<file path="config.mk">
export PLATFORM = sky130hd
export DESIGN_NAME = karatsuba_seq_ctrl
export DESIGN_NICKNAME = d
export VERILOG_FILES = /design/src/rtl/karatsuba_seq_ctrl.sv
export SDC_FILE = /design/constraint.sdc
export NUM_CORES = 1
export LEC_CHECK = 0
export CAP_MARGIN = 5
export CORE_UTILIZATION = 30
export CTS_BUF_LIST = sky130_fd_sc_hd__clkbuf_2 sky130_fd_sc_hd__clkbuf_4 sky130_fd_sc_hd__clkbuf_8
export CTS_CLUSTER_DIAMETER = 80
export DETAILED_ROUTE_END_ITERATION = 10
export PLACE_DENSITY = 0.58
export SLEW_MARGIN = 25
export SYNTH_ARGS = -nofsm -noshare
export SYNTH_HDL_FRONTEND = slang
export SYNTH_SLANG_ARGS = --single-unit
</file>
<file path="constraint.sdc">
create_clock -name clk -period 2.25 [get_ports clk]
set_input_delay 0.675 -clock clk [delete_from_list [all_inputs] [get_ports clk]]
set_output_delay 0.675 -clock clk [all_outputs]
set_load 0.02 [all_outputs]
</file>
<file path="src/rtl/karatsuba_seq_ctrl.sv">
// rtl/karatsuba_seq_ctrl.sv - sequential M x M carry-less Karatsuba multiplier controller
//
// Ports:
//   clk        rising-edge clock
//   rst        synchronous active-high reset
//   in_valid   operand pair A/B offered
//   in_ready   controller idle and able to take operands
//   A, B       M-bit operand polynomials (bit i = coefficient of x^i)
//   out_valid  product C presented
//   out_ready  consumer takes C
//   C          (2M-1)-bit carry-less product A*B over GF(2)
//   busy       an operation is in flight or waiting to be consumed

module karatsuba_seq_ctrl #(
  parameter int M = 8
) (
  input  logic           clk,
  input  logic           rst,
  input  logic           in_valid,
  output logic           in_ready,
  input  logic [M-1:0]   A,
  input  logic [M-1:0]   B,
  output logic           out_valid,
  input  logic           out_ready,
  output logic [2*M-2:0] C,
  output logic           busy
);

  localparam int H  = M / 2;
  localparam int N  = 2 * M - 1;
  localparam int ZW = 2 * H - 1;

  typedef enum logic [2:0] {
    IDLE,
    MUL_LO,
    MUL_HI,
    MUL_MID,
    DONE
  } state_t;

  state_t state;
  state_t state_next;

  logic [M-1:0]  ar;
  logic [M-1:0]  br;
  logic [ZW-1:0] p0;
  logic [ZW-1:0] p2;

  logic [H-1:0]  x;
  logic [H-1:0]  y;
  logic [ZW-1:0] z;
  logic [ZW-1:0] mid;
  logic [N-1:0]  t_hi;
  logic [N-1:0]  t_mid;
  logic [N-1:0]  t_lo;
  logic [N-1:0]  c_next;

  // Shift-and-xor convolution of two H-bit polynomials.
  function automatic logic [ZW-1:0] clmul_h(input logic [H-1:0] a, input logic [H-1:0] b);
    logic [ZW-1:0] acc;
    acc = '0;
    for (int i = 0; i < H; i++) begin
      if (b[i]) begin
        acc = acc ^ ({{(ZW-H){1'b0}}, a} << i);
      end
    end
    return acc;
  endfunction

  always_ff @(posedge clk) begin
    if (rst) begin
      state <= IDLE;
    end else begin
      state <= state_next;
    end
  end

  // Next state, handshake outputs and the operand mux for the shared multiplier.
  always_comb begin
    state_next = state;
    in_ready   = 1'b0;
    out_valid  = 1'b0;
    busy       = 1'b1;
    x          = '0;
    y          = '0;
    case (state)
      IDLE: begin
        in_ready = 1'b1;
        busy     = 1'b0;
        if (in_valid) begin
          state_next = MUL_LO;
        end
      end
      MUL_LO: begin
        x          = ar[H-1:0];
        y          = br[H-1:0];
        state_next = MUL_HI;
      end
      MUL_HI: begin
        x          = ar[M-1:H];
        y          = br[M-1:H];
        state_next = MUL_MID;
      end
      MUL_MID: begin
        x          = ar[H-1:0] ^ ar[M-1:H];
        y          = br[H-1:0] ^ br[M-1:H];
        state_next = DONE;
      end
      DONE: begin
        out_valid = 1'b1;
        if (out_ready) begin
          state_next = IDLE;
        end
      end
      default: begin
        state_next = IDLE;
      end
    endcase
  end

  assign z = clmul_h(x, y);

  // In MUL_MID z is P1; the middle term is P1 ^ P0 ^ P2.
  assign mid    = z ^ p0 ^ p2;
  assign t_hi   = {p2, {M{1'b0}}};
  assign t_mid  = {{H{1'b0}}, mid, {H{1'b0}}};
  assign t_lo   = {{M{1'b0}}, p0};
  assign c_next = t_hi ^ t_mid ^ t_lo;

  always_ff @(posedge clk) begin
    if (rst) begin
      ar <= '0;
      br <= '0;
      p0 <= '0;
      p2 <= '0;
      C  <= '0;
    end else begin
      case (state)
        IDLE: begin
          if (in_valid) begin
            ar <= A;
            br <= B;
          end
        end
        MUL_LO:  p0 <= z;
        MUL_HI:  p2 <= z;
        MUL_MID: C  <= c_next;
        default: ;
      endcase
    end
  end

endmodule

</file>
* Word-level counts from Yosys, hierarchy flattened
Index checks and enable logic that the tools add are counted.
Storage, ports and cells: input bits 20, logic and storage cells 36, output and inout bits 18, flip-flop bits (word level) 48
Operators by class: bitwise gates (word level) 9, eq/ne operators 6, reduce and logical (&&, ||, !) cells 3, multiplexer cells 12
Operators with widths (count):
- one-hot mux 4 bit (3 select lines) | 2
- 2-to-1 mux 7 bit | 3
- bitwise XOR 7 bit | 3
- one-hot mux 3 bit (5 select lines) | 1
- bitwise XOR 15 x 11 -> 15 bit | 1
- bitwise XOR 15 x 7 -> 15 bit | 1
- bitwise XOR 4 bit | 2
- bitwise XOR 7 x 5 -> 7 bit | 1
- bitwise XOR 7 x 6 -> 7 bit | 1
- == test 3 x 2 -> 1 bit (second input constant) | 2
- 2-to-1 mux 3 bit | 2
- 2-to-1 mux 4 bit | 1
- inequality test 2 bit (second input constant) | 2
- AND reduction 2 bit | 2
- == test 3 x 1 -> 1 bit (second input constant) | 1
- == test 3 bit (second input constant) | 1
- zero test 3 bit | 1
- 2-to-1 mux 1 bit | 3

* Logic depth before layout (Yosys ltp)
depth in word-level cells 13, depth in mapped cells 8, depth with buffers taken out 6

* Least setup slack after synthesis
OpenSTA, ideal clock, no wires.
kind reg2out, start point register state[2], end point output out_valid, path slack 0.021 ns, data required time 1.575 ns, data arrival time 1.554 ns, path buffers 2, cell stages (with the launch flop) 5, path through dfxtp_1 buf_1 buf_2 inv_2 nor3_1
Between the ends: cells in the longest elaborated chain, start to end 2
Ends and longest elaborated chain:
- from (decl) | RTL line 41 | state_t state;
- from (signal assigned) | RTL line 74 | state <= state_next;
- == test 3 bit | RTL line 86 | case (state)
- 2-to-1 mux 1 bit | RTL line 86
- to (decl) | RTL line 23 | output logic out_valid,
Every way passes these cells.

* Worst setup path in the final report
Ends and elaborated chain as after synthesis.

==> run metrics <==
total gr overflow=0; PortBufs=37; DR vias/cell=4.52; Total Routing Usage GR=13.2%; Placer Congestion=0.731; library cells used by synthesis=32; Reg clk slew, reported paths=90 ps; Hold Crit Depth=2; R2R Setup Slk=200 ps; WP data arrival=1390 ps; CTS Buf Count=5; critical path class=reg -> out; Slew headroom=66.2%; CP Capture Type=primary output; area delta synth->final=25.1%; die footprint=0.00793 mm²; setup_tns=0 ps; outcome=complete, no violations; placed inst area=0.00275 mm²; fin area=0.00284 mm²; Post-Route WL=4790 µm; Synth Flop Type=dfxtp_1; commonest non-fill, non-tap cells in the layout=nand2_1 (71), dfxtp_1 (46), clkdlybuf4s50_1 (34); post-synthesis async set-or-reset flop share=0%; Initial Utilization=31.2%; Post-synth EDFFs=0; share of post-route cells with drive strength above 1=10.1%; Worst Hold Class=reg -> reg; Post-CTS Setup Inserts=0; startpoint type of the worst setup path=flop; P per Cell Area=626 mW/mm²; Crit Reg-Reg Endpoint=C[7]$_SDFFE_PP0N_; Max Slew Vio Count=0; final hold viol count=0; Peak Freq=0.485 GHz; clock sink count=48; Leakage=0.968 nW; initial antenna violation count=0; register area=966 µm²; core area=0.00729 mm²; Mapped Nets=292; antenna viol nets, final=0; post-synthesis instance total=272; min cycle time layout=2060 ps; clk root buf=clkbuf_8; CTS Buffer Depth=2; Filler cells=798; Vias=1837; R2R depth=7; die width=89.0 µm; Final Skew=7.27 ps; Avg Cell Area, Syn=8.35 µm²; Worst-Margin Slew=506 ps; yosys warns=0; area of the multi-input gates=0.00121 mm²; sequential element share of the synthesized area=42.3%; crit share post-route=91.6%; TritonRoute pass-1 iters=4; chip height=89.0 µm; Crit path required time=1570 ps; final core occ=39.0%; flip-flop and latch count after synthesis=48; Final setup viols=0; max-cap violations=0; synthesized area=0.00227 mm²; largest net degree at the start of global routing=49; maximum VDD drop=0.224 mV; area leader, netlist=dfxtp_1; Max H-tree Level=2; post-cts sizing count=6; I/O Pins=38; nets=326; Min-Delay Endpoint=C[9]$_SDFFE_PP0N_; most common cell after layout, fill and taps aside=nand2_1; clk_lat worst skew=310 ps; vias in the first global route=1700; RSZ-0062 raised after global routing=no; RR Startpoint=state[0]$_SDFFE_PP0P_; CTS tree=done; DRC errors left=0; diode count=0; global-route wire length before repair=7810 µm; top cells by area, synth=dfxtp_1 (42%), nand2_1 (12%), xnor2_1 (7.3%); per-cell routed wire length=11.8 µm; DP HPWL=3480 µm; Hold Path Origin=C[9]$_SDFFE_PP0N_; top-area cell type share of the netlist area=42.3%; critical-path maximum fanout=3; Iteration-0 DRC Markers=56; cts hold-fix bufs=0; Core Rows=31
-- report_power, final --
| group | leakage [nW] | switching, mW | total (mW) | internal [mW] |
|---|---|---|---|---|
| clock network | 0.0510 | 0.290 | 0.536 | 0.246 |
| registers | 0.391 | 0.0401 | 0.936 | 0.896 |
| logic | 0.526 | 0.166 | 0.306 | 0.140 |
| total | 0.968 | 0.496 | 1.78 | 1.28 |
-- worst max-delay path, cell delays in order (launching register included) --
cell,delay (ps)
dfxtp_1,380
inv_2,60
nor3_1,270
dlygate4sd2_1,370
-- per-stage QoR --
stage	cells	setup WS, ps	power [mW]	hold WS (ps)
2_1_floorplan	272	21.1	1.16	437
3_3_place_gp	398	111	1.27	443
3_5_place_dp	398	61.5	1.27	446
4_1_cts	406	168	1.81	459
5_1_grt	406	54.5	1.87	478
6_report	406	188	1.78	452
-- Yosys cell counts (2+ instances only) --
library cell and count:
xnor3_1 3, nand2_2 3, and2_1 2, nor3_1 13, nor2_1 20, dfxtp_1 48, xor2_1 6, nand2b_1 4
xnor2_1 19, mux2i_1 2, buf_6 3, clkbuf_1 13, xnor2_2 2, or3_1 3, xor3_2 2, a21oi_1 33
nand2_1 71, a211oi_1 10, nand3_1 2
-- layer usage --
layer  routed length [µm]  vias to the layer above  global-route usage (%)  share of wire [%]
met2                 2340                       19                    22.7                 49
met3                  127                        8                    2.59                2.7
met5                    0                        -                       0                  0
met4                  111                        0                    6.93                2.3
met1                 2210                      850                    15.5                 46
li1                     -                      960                       -                  -
-- kinds of logic (layout without fill, tap and decap cells) --
logic type,after synthesis,count (layout),synth area share (%)
XOR/XNOR,33,33,17.0
multiplexers,2,2,0.881
flip-flops,48,48,42.3
AO/OA/AOI/OAI,45,45,11.3
AND/OR/NAND/NOR,124,124,24.2
buffers and inverters,20,55,4.35
-- worst max-delay path by stage --
stage,start,end,slack (ps),depth (start not counted)
CTS,state[2]$_SDFFE_PP0P_,out_valid,170,3
detailed placement,state[1]$_SDFFE_PP0P_,C[7]$_SDFFE_PP0N_,60,6
global placement,state[1]$_SDFFE_PP0P_,busy,110,4
floorplan,state[2]$_SDFFE_PP0P_,out_valid,20,4
global route,state[0]$_SDFFE_PP0P_,C[7]$_SDFFE_PP0N_,50,7
finish,state[2]$_SDFFE_PP0P_,out_valid,190,3
-- cell type report --
| type | count | area share (%) |
|---|---|---|
| multi-input combinational | 204 | 42.7 |
| sequential | 48 | 34.0 |
| timing repair buffer | 45 | 15.5 |
| tap | 99 | 4.36 |
| clock buffer | 6 | 2.91 |
| clock inverter | 2 | 0.352 |
| inverter | 2 | 0.264 |
-- registers in the layout (all words and copies together), names as in the netlist --
| register | count |
|---|---|
| p0 | 7 |
| p2 | 7 |
| ar | 8 |
| br | 8 |
| state | 3 |
| C | 15 |
Note: power is estimated with default switching activity, not from simulation.
